===== config.mk =====
export PLATFORM = sky130hd
export DESIGN_NAME = cellrv32_cpu_cp_vector_iq
export DESIGN_NICKNAME = d
export VERILOG_FILES = /design/src/rtl/cellrv32_cpu_cp_vector_iq_pkg.sv /design/src/rtl/cellrv32_cpu_cp_vector_iq_mem.sv /design/src/rtl/cellrv32_cpu_cp_vector_iq.sv
export SDC_FILE = /design/constraint.sdc
export NUM_CORES = 1
export LEC_CHECK = 0
export BUFFER_PORTS_ARGS = -buffer_cell sky130_fd_sc_hd__buf_2
export CAP_MARGIN = 20
export CORE_MARGIN = 3
export CORE_UTILIZATION = 50
export DETAILED_ROUTE_END_ITERATION = 8
export MAX_ROUTING_LAYER = met4
export PLACE_DENSITY = 0.76
export RECOVER_POWER = 25
export SYNTH_ARGS = -nofsm -noshare
export SYNTH_HDL_FRONTEND = slang
export SYNTH_SLANG_ARGS = --single-unit

===== constraint.sdc =====
create_clock -name clk_i -period 2.8 [get_ports clk_i]
set_clock_uncertainty 0.15 [all_clocks]
set_input_delay 0.84 -clock clk_i [delete_from_list [all_inputs] [get_ports clk_i]]
set_output_delay 0.84 -clock clk_i [all_outputs]
set_load 0.05 [all_outputs]

===== src/rtl/cellrv32_cpu_cp_vector_iq_pkg.sv =====
// cellrv32_package slice: vector instruction bundle and queue depth.
// Queue bypass is selected with CELLRV32_VIQ_BYPASS_EN.
package cellrv32_package;

  localparam int vector_iq_depth_c = 4;

  typedef struct packed {
    logic        reconfigure;
    logic [5:0]  funct6;
    logic [2:0]  funct3;
    logic [4:0]  vd;
    logic [4:0]  vs1;
    logic [4:0]  vs2;
    logic [31:0] rs1_data;
  } to_vector;

endpackage


===== src/rtl/cellrv32_cpu_cp_vector_iq_mem.sv =====
// Vector IQ storage: one write port, async read, reset to zero.
// Used by cellrv32_cpu_cp_vector_iq (CELLRV32_VIQ_BYPASS_EN aware top).
module cellrv32_cpu_cp_vector_iq_mem #(
  parameter int DEPTH = 4,
  parameter int W     = 8,
  localparam int PTR_W = $clog2(DEPTH)
) (
  input  logic             clk_i,
  input  logic             rstn_i,
  input  logic             we,
  input  logic [PTR_W-1:0] waddr,
  input  logic [W-1:0]     wdata,
  input  logic [PTR_W-1:0] raddr,
  output logic [W-1:0]     rdata
);

  logic [W-1:0] mem [DEPTH];

  always_ff @(posedge clk_i or negedge rstn_i) begin
    if (!rstn_i) begin
      for (int i = 0; i < DEPTH; i++) mem[i] <= '0;
    end else if (we) begin
      mem[waddr] <= wdata;
    end
  end

  assign rdata = mem[raddr];

endmodule


===== src/rtl/cellrv32_cpu_cp_vector_iq.sv =====
// Vector instruction queue with reconfigure fence.
// Define CELLRV32_VIQ_BYPASS_EN for zero-latency pass-through when empty.
module cellrv32_cpu_cp_vector_iq
  import cellrv32_package::*;
#(
  parameter int DEPTH = vector_iq_depth_c,
  localparam int PTR_W = $clog2(DEPTH)
) (
  input  logic           clk_i,
  input  logic           rstn_i,
  input  logic           flush_i,
  input  logic           push_valid_i,
  input  to_vector       push_instr_i,
  output logic           push_ready_o,
  output logic           valid_o,
  output to_vector       instr_o,
  input  logic           pop_i,
  input  logic           downstream_busy_i,
  output logic [PTR_W:0] count_o,
  output logic           is_idle_o
);

  localparam logic [PTR_W:0]   FULL_C  = (PTR_W+1)'(DEPTH);
  localparam logic [PTR_W:0]   CNT_ONE = (PTR_W+1)'(1);
  localparam logic [PTR_W-1:0] PTR_ONE = PTR_W'(1);

  logic [PTR_W-1:0] rd_ptr, wr_ptr;
  logic [PTR_W:0]   count;
  logic             empty, push_acc, pop_acc;
  logic             have, byp, fence;
  logic             wr_en, rd_adv;
  to_vector         rd_data;

  assign empty        = (count == '0);
  assign push_ready_o = (count < FULL_C);
  assign push_acc     = push_valid_i & push_ready_o & ~flush_i;

`ifdef CELLRV32_VIQ_BYPASS_EN
  assign byp     = empty & push_acc;
  assign have    = ~empty | byp;
  assign instr_o = byp ? push_instr_i : rd_data;
`else
  assign byp     = 1'b0;
  assign have    = ~empty;
  assign instr_o = rd_data;
`endif

  assign fence   = instr_o.reconfigure & downstream_busy_i;
  assign valid_o = have & ~flush_i & ~fence;
  assign pop_acc = pop_i & valid_o;

  // A bypassed entry consumed in its push cycle never touches storage
  assign wr_en  = push_acc & ~(byp & pop_acc);
  assign rd_adv = pop_acc & ~byp;

  always_ff @(posedge clk_i or negedge rstn_i) begin
    if (!rstn_i) begin
      rd_ptr <= '0;
      wr_ptr <= '0;
      count  <= '0;
    end else if (flush_i) begin
      rd_ptr <= '0;
      wr_ptr <= '0;
      count  <= '0;
    end else begin
      if (wr_en)  wr_ptr <= wr_ptr + PTR_ONE;
      if (rd_adv) rd_ptr <= rd_ptr + PTR_ONE;
      unique case ({wr_en, rd_adv})
        2'b10:   count <= count + CNT_ONE;
        2'b01:   count <= count - CNT_ONE;
        default: count <= count;
      endcase
    end
  end

  cellrv32_cpu_cp_vector_iq_mem #(
    .DEPTH (DEPTH),
    .W     ($bits(to_vector))
  ) u_mem (
    .clk_i  (clk_i),
    .rstn_i (rstn_i),
    .we     (wr_en),
    .waddr  (wr_ptr),
    .wdata  (push_instr_i),
    .raddr  (rd_ptr),
    .rdata  (rd_data)
  );

  assign count_o   = count;
  assign is_idle_o = empty & ~push_valid_i;

endmodule


# Word-level counts from Yosys, hierarchy flattened
# Index checks and enable logic that the tools add are counted.
# word_totals
reg_bits	235
inputBits	63
output_inout_bits	63
wordCells	47
# classes
add_sub_neg	4
magnitude_cmp	4
n_eq_ne	2
mux	12
bitwise_logic	13
reduce_logical	5
# ops
operator	n
228-bit bitwise mux	1
57-bit two-way mux	3
57-bit binary-select mux with 2-bit select	1
57-bit demux with 2-bit select	1
2-bit two-way mux	4
1-bit bitwise AND	7
3-bit greater-or-equal comparator, second input constant	2
2-bit inverter with 3-bit output	2
3-bit case mux with 2 select lines	1
2-bit by 1-bit adder with 2-bit output, second input constant	2
1-bit inverter	4
2-bit nonzero test	2
3-bit by 1-bit adder with 3-bit output, second input constant	1
3-bit logical NOT	1
3-bit by 1-bit less-than comparator with 1-bit output, second input constant	1
3-bit less-than comparator, second input constant	1
3-bit two-way mux	1
3-bit nonzero test	1
3-bit by 1-bit subtractor with 3-bit output, second input constant	1
2-bit by 1-bit == test with 1-bit output, second input constant	1
2-bit == test, second input constant	1
1-bit logical AND	1

# Depth between registers and ports, before layout
# Gate-level depths: netlist (run 1).
# logic_depth
ltp_word	11
ltp_mapped	9
ltp_nobuf	8

# Modules after synthesis
# A second synthesis (run 1) with hierarchy kept.
# hier_totals
cells_unflattened	592
area_unflattened_um2	10234.8
# by_module_without_submodules
mod	n_inst	cells_per_inst	area_each_um2	seq_area_each_um2
cellrv32_cpu_cp_vector_iq_mem	1	553	9800.6	5705.5
cellrv32_cpu_cp_vector_iq	1	39	434.2	175.2

# Worst setup path after synthesis (run 1)
# OpenSTA, ideal clock, no wires.
# synth_timing
path_type	reg2out
startpoint	reg rd_ptr[0]
endpoint	out valid_o
arrival_time_ns	2.405
required_ns	1.810
slack_ns	-0.595
path_stages_with_launch	4
path_buffers	1
cell_sequence	dfrtp_1 -> clkbuf_2 -> mux4_2 -> a211oi_1
# synth_lines
item	line_no	rtl
start: declaration	cellrv32_cpu_cp_vector_iq.sv:27	logic [PTR_W-1:0] rd_ptr, wr_ptr;
start signal: assignment	cellrv32_cpu_cp_vector_iq.sv:67	if (rd_adv) rd_ptr <= rd_ptr + PTR_ONE;
end: declaration	cellrv32_cpu_cp_vector_iq.sv:15	output logic valid_o,

==> flow_metrics.env, run 1 <==
export IMPL_worst_path_max_delay_cell="mux4_2"
export IMPL_period_share=1.08
export IMPL_avgSynthCellArea_um2=16.9
export IMPL_hold_violations=0
export IMPL_synthTopCellsByArea="dfrtp_1 58%, mux2_2 25%, mux4_2 13%, clkbuf_1 1.0%, ha_1 0.49%"
export IMPL_place_area_um2=11300
export IMPL_area_growth_pct=25.3
export IMPL_root_buffer="clkbuf_16"
export IMPL_grt_usage=0.212
export IMPL_die_h_um=149
export IMPL_start_util=0.517
export IMPL_ant_nets=0
export IMPL_clk_latency_ns=0.50
export IMPL_dieWidth_um=149
export IMPL_grt_max_degree=72
export IMPL_io_pins=126
export IMPL_gr_total_overflow=0
export IMPL_cts_path_max_buffers=3
export IMPL_layoutNonFillerInstCount=1035
export IMPL_cts_tree="built"
export IMPL_final_nets=821
export IMPL_synth_area_um2=10200
export IMPL_setup_worst_path_end_class="output port"
export IMPL_setup_viol=59
export IMPL_synth_warnings=0
export IMPL_drv_cap=1
export IMPL_seq_area_frac_synth=0.575
export IMPL_dieArea_um2=22200
export IMPL_row_count=51
export IMPL_required_ns=1.81
export IMPL_core_um2=19800
export IMPL_drt_iter0_drc=259
export IMPL_met2_usage=0.353
export IMPL_crit_path_max_incr_delay_ns=0.52
export IMPL_final_cell_area_um2=12800
export IMPL_routedWlPerCell_um=21.9
export IMPL_cts_htree_levels=1
export IMPL_total_power_mw=13.9
export IMPL_ys_seq_elements=235
export IMPL_worstPathBufferInverterCount=3
export IMPL_gp_congestion=0.739
export IMPL_worst_slack_ns=-0.214
export IMPL_ff2ff_path_depth=9
export IMPL_leakagePower_nw=5.63
export IMPL_synth_top_cell_area_share=0.575
export IMPL_finalCriticalPeriod_ns=3.01
export IMPL_dp_cells=976
export IMPL_clk_pin_slew_ns=0.06
export IMPL_grt_first_pass_wirelength_mm=36.0
export IMPL_yosys_area_top_type="dfrtp_1"
export IMPL_arrival_ns=2.02
export IMPL_numCtsBuffers=25
export IMPL_antenna_found_initial=0
export IMPL_crit_cells=4
export IMPL_powerDensity_nw_per_um2=1080
export IMPL_io_buffer_count=125
export IMPL_tightest_slew_ns=1.86
export IMPL_synth_nets=674
export IMPL_rsz0062_at_grt="yes"
export IMPL_path_max_fanout=6
export IMPL_cts_sinks=235
export IMPL_slew_headroom=-0.240
export IMPL_drc=0
export IMPL_routed_wl_mm=22.7
export IMPL_first_pass_iters=4
export IMPL_vias_per_cell=5.61
export IMPL_fmax_mhz=332
export IMPL_crit_chain="buf_4 > clkbuf_16 > mux4_2 > buf_6"
export IMPL_hold_class="reg -> reg"
export IMPL_grt_pass1_vias=6655
export IMPL_startpoint_type="flop"
export IMPL_maxSlewViolCount=71
export IMPL_violations="max-capacitance violations, max-slew violations, negative setup slack"
export IMPL_gr_usage_met3=0.0371
export IMPL_crit_family="multiplexers"
export IMPL_hold_depth=1
export IMPL_syn_inst=606
export IMPL_drive_gt1_frac=0.644
export IMPL_dp_hpwl_mm=13.6
export IMPL_fill_cells=1376
export IMPL_num_antenna_cells=0
export IMPL_yosysUniqueCellTypes=25
export IMPL_run_status="complete, but fails checks"
export IMPL_critical_path_class="reg -> out"
export IMPL_num_vias=5809
export IMPL_finalSetupTns_ns=-9.79
export IMPL_met1_usage=0.277
export IMPL_peakVddDrop_v=0.000678
export IMPL_grt_busiest_layer="met2"
[state kept, by name, indices dropped and copies added (netlist names)]
name       flops
u_mem.mem    228
wr_ptr         2
rd_ptr         2
count_o        3
[per-stage QoR]
step | util | hold WS (ns) | setup slack (ns)
2_1_floorplan | - | 0.325 | -0.173
3_3_place_gp | 0.574 | 0.333 | 0.223
5_1_grt | 0.648 | 0.362 | -0.275
4_1_cts | 0.645 | 0.151 | -0.242
3_5_place_dp | 0.574 | 0.341 | 0.192
6_report | 0.648 | 0.352 | -0.214
[Yosys cell counts, drive strengths merged]
| library cell | count |
|---|---|
| a2bb2oi | 1 |
| a211oi | 1 |
| a21oi | 2 |
| mux2 | 228 |
| buf | 11 |
| inv | 4 |
| mux2i | 3 |
| fa | 1 |
| nand2b | 4 |
| nor4 | 1 |
| o311ai | 1 |
| and2 | 5 |
| nor2b | 1 |
| dfrtp | 235 |
| mux4 | 57 |
| xnor3 | 1 |
| clkbuf | 29 |
| nor2 | 7 |
| nand2 | 5 |
| xnor2 | 2 |
| ha | 4 |
| nor3 | 2 |
| a2111oi | 1 |
[cell families (layout without fill, tap and decap cells)]
group	Yosys count	after routing	synth area share
mux	288	288	0.380
simple gates	25	25	0.0121
fa+ha+maj	5	5	0.00685
buf+inv	44	208	0.0164
flops	235	235	0.575
xor+xnor	3	3	0.00392
compound gates	6	6	0.00612
[where the power goes]
| part | switching [mW] | leakage, nW | internal, mW | total [mW] |
|---|---|---|---|---|
| clock network | 1.30 | 0.407 | 1.92 | 3.23 |
| registers | 0.685 | 2.94 | 4.70 | 5.39 |
| logic | 2.66 | 2.28 | 2.59 | 5.25 |
| total | 4.64 | 5.63 | 9.21 | 13.9 |
[per-layer routing]
metal | routed length (um) | share of wire | vias to the layer above
met3 | 978 | 0.043 | 24
met5 | 0 | 0 | -
li1 | - | - | 2545
met4 | 387 | 0.017 | 0
met2 | 11600 | 0.51 | 130
met1 | 9690 | 0.43 | 3110
[cell usage in the layout, fill, tap and decap left out]
cell        count
dfrtp_1       233
mux2_2        228
buf_2          67
mux4_2         57
buf_6          57
clkbuf_16      28
clkbuf_8       11
buf_12         11
buf_4           9
nor2_1          7
nand2_1         5
buf_16          5
inv_1           4
nand2b_1        4
and2_2          4
ha_1            4
buf_8           4
mux2i_1         3
clkinv_2        3
clkbuf_1        3
clkbuf_2        3
nor3_1          2
xnor2_1         2
a21oi_1         2
a2111oi_4       1
and2_4          1
nor4_2          1
a211oi_2        1
nor2b_1         1
o311ai_1        1
xnor3_1         1
a2bb2oi_1       1
fa_1            1
inv_6           1
clkinvlp_4      1
clkbuf_4        1
dfrtp_4         1
dfrtp_2         1
[repair_timing]
action                                  in CTS  in global routing
setup buffers                                7                  3
hold buffers                                 0                  0
pin swaps                                    0                  6
endpoints found under the setup margin      58                 59
cloned                                       4                  3
resized for setup                          130                  9
[worst paths after layout]
check                              start        endpoint  slack (ns)
max                            rd_ptr[0]      instr_o[4]       -0.21
min                        u_mem.mem[95]   u_mem.mem[95]        0.35
max reg2reg                    rd_ptr[0]      count_o[1]       -0.06
min reg2reg                u_mem.mem[95]   u_mem.mem[95]        0.35
max in group asynchronous         rstn_i  u_mem.mem[107]        0.18
min in group asynchronous         rstn_i  u_mem.mem[138]        0.70
[layout make-up]
type	instances	area (um2)	area share
inverters	4	15.0	0.00117
clock buffers	39	788	0.0615
flip-flops and latches	235	5890	0.460
well taps	265	332	0.0259
clock inverters	5	31.3	0.00244
multi-input cells	327	4200	0.328
repair buffers	160	1560	0.122
Note: power is estimated with default switching activity, not from simulation.
==> run 2, diff against run 1 <==
- CORE_MARGIN: 3 -> default
- REMOVE_ABC_BUFFERS: default -> 1
==> run 2 against run 1 <==
Effect of this change:
- the flow still finishes with violations (max-capacitance violations, max-slew violations, negative setup slack)
- routed wire length shrank 4.2%
- worst hold slack is essentially flat
- highest routed layer unchanged
- largest cell class unchanged
- utilization shrank 0.15 points
- sequential power is essentially flat
==> flow_metrics.env, run 2 (synthesized netlist as in run 1, its figures left out) <==
export IMPL_run_status="complete, but fails checks"
export IMPL_violations="max-capacitance violations, max-slew violations, negative setup slack"
export IMPL_routedWlPerCell_um=21.0
export IMPL_grt_max_degree=75
export IMPL_dieWidth_um=145
export IMPL_finalCriticalPeriod_ns=2.97
export IMPL_total_power_mw=13.9
export IMPL_tightest_slew_ns=1.83
export IMPL_cts_tree="built"
export IMPL_gp_congestion=0.735
export IMPL_die_h_um=145
export IMPL_io_pins=126
export IMPL_finalSetupTns_ns=-8.03
export IMPL_fill_cells=1360
export IMPL_gr_total_overflow=0
export IMPL_final_nets=815
export IMPL_dieArea_um2=21000
export IMPL_arrival_ns=1.98
export IMPL_largest_reg_flops=228
export IMPL_grt_pass1_vias=6644
export IMPL_hold_ws_ns=0.352
export IMPL_powerDensity_nw_per_um2=1090
export IMPL_startpoint_type="flop"
export IMPL_area_growth_pct=25.0
export IMPL_grt_usage=0.224
export IMPL_worst_slack_ns=-0.174
export IMPL_clk_latency_ns=0.50
export IMPL_core_um2=19800
export IMPL_cts_path_max_buffers=3
export IMPL_vias_per_cell=5.60
export IMPL_pre_cts_ws_ns=0.0971
export IMPL_setup_viol=57
export IMPL_required_ns=1.81
export IMPL_layout_common_cells="233 x dfrtp_1, 228 x mux2_2, 66 x buf_2"
export IMPL_first_pass_iters=4
export IMPL_drive_gt1_frac=0.641
export IMPL_clk_pin_slew_ns=0.06
export IMPL_row_count=51
export IMPL_drv_cap=1
export IMPL_num_vias=5782
export IMPL_root_buffer="clkbuf_16"
export IMPL_antenna_found_initial=3
export IMPL_numCtsBuffers=24
export IMPL_routed_wl_mm=21.7
export IMPL_io_buffer_count=125
export IMPL_ff_latch_area_um2=5890
export IMPL_maxSlewViolCount=74
export IMPL_cts_sinks=235
export IMPL_fmax_mhz=336
export IMPL_layout_commonest_cell="dfrtp_1"
export IMPL_critical_path_class="reg -> out"
export IMPL_rsz0062_at_grt="yes"
export IMPL_period_share=1.06
export IMPL_setup_worst_path_end_class="output port"
export IMPL_drc=0
export IMPL_slew_headroom=-0.221
export IMPL_leakagePower_nw=5.61
export IMPL_grt_first_pass_wirelength_mm=36.1
export IMPL_peakVddDrop_v=0.000561
export IMPL_start_util=0.517
export IMPL_hold_violations=0
export IMPL_hold_class="reg -> reg"
export IMPL_multi_input_area_um2=4190
export IMPL_drt_iter0_drc=197
export IMPL_path_max_fanout=8
export IMPL_cts_htree_levels=1
export IMPL_dp_hpwl_mm=13.5
export IMPL_ant_nets=0
export IMPL_max_flop_register="u_mem.mem"
-- run 2: cell types whose count changed in the layout (fill, tap and decap cells not counted), moves of 2 or more --
cell and change:
buf_12 +2, buf_4 -2, buf_6 +3, buf_8 -3
bufinv_16 +4, clkbuf_16 -2, clkbuf_8 -9, clkinv_2 +5
clkinv_4 +2, diode_2 +3
-- run 2: cell type report --
class | instances | area share
repair buffers | 155 | 0.118
inverters | 4 | 0.00117
diodes | 3 | 0.000587
well taps | 265 | 0.0259
multi-input cells | 327 | 0.328
flip-flops and latches | 235 | 0.461
clock inverters | 14 | 0.0139
clock buffers | 30 | 0.0520
-- run 2: path summary, 6_finish.rpt --
kind                                from       endpoint  slack [ns]  cells past startpoint
min                        u_mem.mem[86]  u_mem.mem[86]        0.35                      1
min in group asynchronous         rstn_i  u_mem.mem[15]        0.67                      1
min reg2reg                u_mem.mem[86]  u_mem.mem[86]        0.35                      1
max                            rd_ptr[0]    instr_o[41]       -0.17                      4
max in group asynchronous         rstn_i  u_mem.mem[82]        0.29                      2
max reg2reg                    rd_ptr[0]     count_o[1]        0.08                      9
-- run 2: repair_timing --
item	4_1_cts	5_1_grt
pin swaps	1	2
hold buffers	0	0
resized for setup	129	2
setup buffers	5	1
endpoints found under the setup margin	57	59
gates cloned	4	1
-- run 2: routing by layer --
layer,track usage,vias up,routed length [um]
met5,-,-,0
met2,0.382,121,11300
met1,0.277,3092,9120
met3,0.0409,26,988
met4,0.0527,0,339
li1,-,2543,-
-- run 2: critical path: stages, from the launching register on --
cell     delay, ns
dfrtp_4       0.45
buf_12        0.16
buf_16        0.15
mux4_2        0.53
buf_6         0.18
-- run 2: power breakdown --
| group | internal (mW) | switching [mW] |
|---|---|---|
| sequential | 4.70 | 0.683 |
| clock | 2.05 | 1.29 |
| combinational | 2.56 | 2.64 |
| total | 9.31 | 4.61 |
-- run 2: through the flow --
stage,util,cell area [um2],instances
global route,0.646,12800,1033
finish,0.646,12800,1033
floorplan,-,10100,566
detailed placement,0.574,11400,975
global placement,0.574,11400,975
CTS,0.645,12800,1028
==> run 3, diff against run 2 <==
- PLACE_DENSITY: 0.76 -> 0.73
- clock period: 2.8 -> 3.12 ns (I/O delays scaled with it)
==> run 3 against run 2 <==
Effect of this change:
- the flow still finishes with violations (max-capacitance violations, max-slew violations, negative setup slack)
- utilization decreased by 0.84 points
- clock power shrank 9.6%
- first-iteration DRC count fell by 20%
- die area stayed put
- worst setup slack better by 0.15 ns
- register-to-register slack improved by 0.16 ns
- via count decreased by 0.38%
- critical path depth shrank 1
- sequential cell count unchanged
==> flow_metrics.env, run 3 (synthesized netlist as in run 1, its figures left out) <==
export IMPL_crit_path_max_incr_delay_ns=0.58
export IMPL_critical_path_class="reg -> out"
export IMPL_r2r_end="count_o[1]"
export IMPL_drv_cap=1
export IMPL_violations="max-capacitance violations, max-slew violations, negative setup slack"
export IMPL_drive_gt1_frac=0.627
export IMPL_die_h_um=145
export IMPL_start_util=0.517
export IMPL_tightest_slew_ns=1.91
export IMPL_powerDensity_nw_per_um2=985
export IMPL_hold_ws_ns=0.350
export IMPL_fill_cells=1423
export IMPL_setup_viol=1
export IMPL_leakagePower_nw=5.52
export IMPL_drc=0
export IMPL_p_switching_mw=4.12
export IMPL_routed_wl_mm=21.8
export IMPL_routedWlPerCell_um=21.2
export IMPL_grt_max_degree=75
export IMPL_comb_power_share=0.367
export IMPL_numCtsBuffers=25
export IMPL_path_max_fanout=4
export IMPL_fmax_mhz=318
export IMPL_gp_congestion=0.707
export IMPL_clk_pin_slew_ns=0.06
export IMPL_dp_hpwl_mm=13.6
export IMPL_arrival_ns=2.06
export IMPL_setup_worst_path_end_class="output port"
export IMPL_core_um2=19800
export IMPL_min_from="u_mem.mem[104]"
export IMPL_root_buffer="clkbuf_16"
export IMPL_pre_cts_ws_ns=0.420
export IMPL_final_cell_area_um2=12600
export IMPL_dieArea_um2=21000
export IMPL_cts_path_max_buffers=3
export IMPL_drt_iter0_drc=157
export IMPL_row_count=51
export IMPL_io_pins=126
export IMPL_required_ns=2.03
export IMPL_grt_usage=0.226
export IMPL_peakVddDrop_v=0.000589
export IMPL_place_area_um2=11400
export IMPL_run_status="complete, but fails checks"
export IMPL_clkPwrFrac=0.244
export IMPL_cts_htree_levels=1
export IMPL_startpoint_type="flop"
export IMPL_hold_path_end="u_mem.mem[104]"
export IMPL_grt_first_pass_wirelength_mm=36.3
export IMPL_ant_nets=0
export IMPL_slew_headroom=-0.275
export IMPL_hold_violations=0
export IMPL_vias_per_cell=5.60
export IMPL_crit_chain="mux4_2 > a211oi_4 > buf_6"
export IMPL_maxSlewViolCount=73
export IMPL_ff2ff_path_depth=9
export IMPL_grt_pass1_vias=6628
export IMPL_final_nets=808
export IMPL_worst_slack_ns=-0.0271
export IMPL_internal_power_mw=8.30
export IMPL_num_vias=5760
export IMPL_total_power_mw=12.4
export IMPL_period_share=1.01
export IMPL_crit_family="multiplexers"
export IMPL_worstPathBufferInverterCount=1
export IMPL_rsz0062_at_grt="yes"
export IMPL_gr_total_overflow=0
export IMPL_area_growth_pct=23.3
export IMPL_largest_reg_flops=228
export IMPL_hold_depth=1
export IMPL_cts_sinks=235
export IMPL_clk_latency_ns=0.51
export IMPL_r2r_start="rd_ptr[0]"
export IMPL_finalCriticalPeriod_ns=3.15
export IMPL_cts_tree="built"
export IMPL_hold_class="reg -> reg"
export IMPL_worst_path_max_delay_cell="mux4_2"
export IMPL_power_share_sequential=0.389
export IMPL_max_flop_register="u_mem.mem"
export IMPL_rrSetupSlack_ns=0.24
export IMPL_first_pass_iters=4
export IMPL_layout_commonest_cell="dfrtp_1"
export IMPL_layout_common_cells="233 x dfrtp_1, 228 x mux2_2, 67 x buf_2"
export IMPL_io_buffer_count=125
export IMPL_dieWidth_um=145
export IMPL_p_sw_frac=0.332
export IMPL_cts_hold_buffers=0
export IMPL_antenna_found_initial=3
-- run 3: cell types whose count changed in the layout (fill, tap and decap cells not counted), sizes merged --
cell    previous run  this run
clkbuf            33        44
bufinv             4         3
clkinv            10         2
diode              3         4
buf              152       143
inv                4         5
-- run 3: worst max-delay path by stage --
stage / depth (start not counted) / to / slack (ns) / startpoint
after global placement: 3 / valid_o / 0.39 / flush_i
after global routing: 3 / valid_o / -0.07 / rd_ptr[0]
after CTS: 3 / instr_o[36] / -0.04 / rd_ptr[0]
final: 3 / valid_o / -0.03 / rd_ptr[0]
after floorplan: 2 / valid_o / -2.44 / rd_ptr[0]
after detailed placement: 3 / instr_o[19] / 0.42 / rd_ptr[0]
-- run 3: layer usage --
layer,wire [um],track usage
met1,9000,0.281
met2,11400,0.382
met3,1050,0.0459
met4,340,0.0527
met5,0,-
-- run 3: timing repair --
item                       in CTS  in global routing
resized for setup             117                  1
setup endpoints to repair      38                 58
gates cloned                    1                  0
pin swaps                       0                  1
setup buffers                   1                  1
-- run 3: power by group through the flow --
stage               registers (mW)  logic [mW]  clock network (mW)
floorplan                     4.72        3.17                   0
global placement              4.74        3.92                   0
detailed placement            4.88        4.04                   0
CTS                           4.84        4.61                3.10
global route                  4.98        4.80                3.24
finish                        4.83        4.56                3.03
-- run 3: cell type report --
type	count	area [um2]	share of cell area
timing repair buffer	147	1320	0.105
tap	265	332	0.0263
sequential	235	5890	0.467
clock inverter	6	109	0.00863
multi-input combinational	327	4200	0.333
antenna	4	10.0	0.000794
inverter	4	15.0	0.00119
clock buffer	40	742	0.0588
-- run 3: per-stage QoR --
step	std cells	TNS, ns	util
after floorplan	566	-104.17	-
after global placement	976	0	0.575
after detailed placement	976	0	0.575
after CTS	1024	-0.432	0.639
after global routing	1027	-0.174	0.637
final	1028	-0.0271	0.638
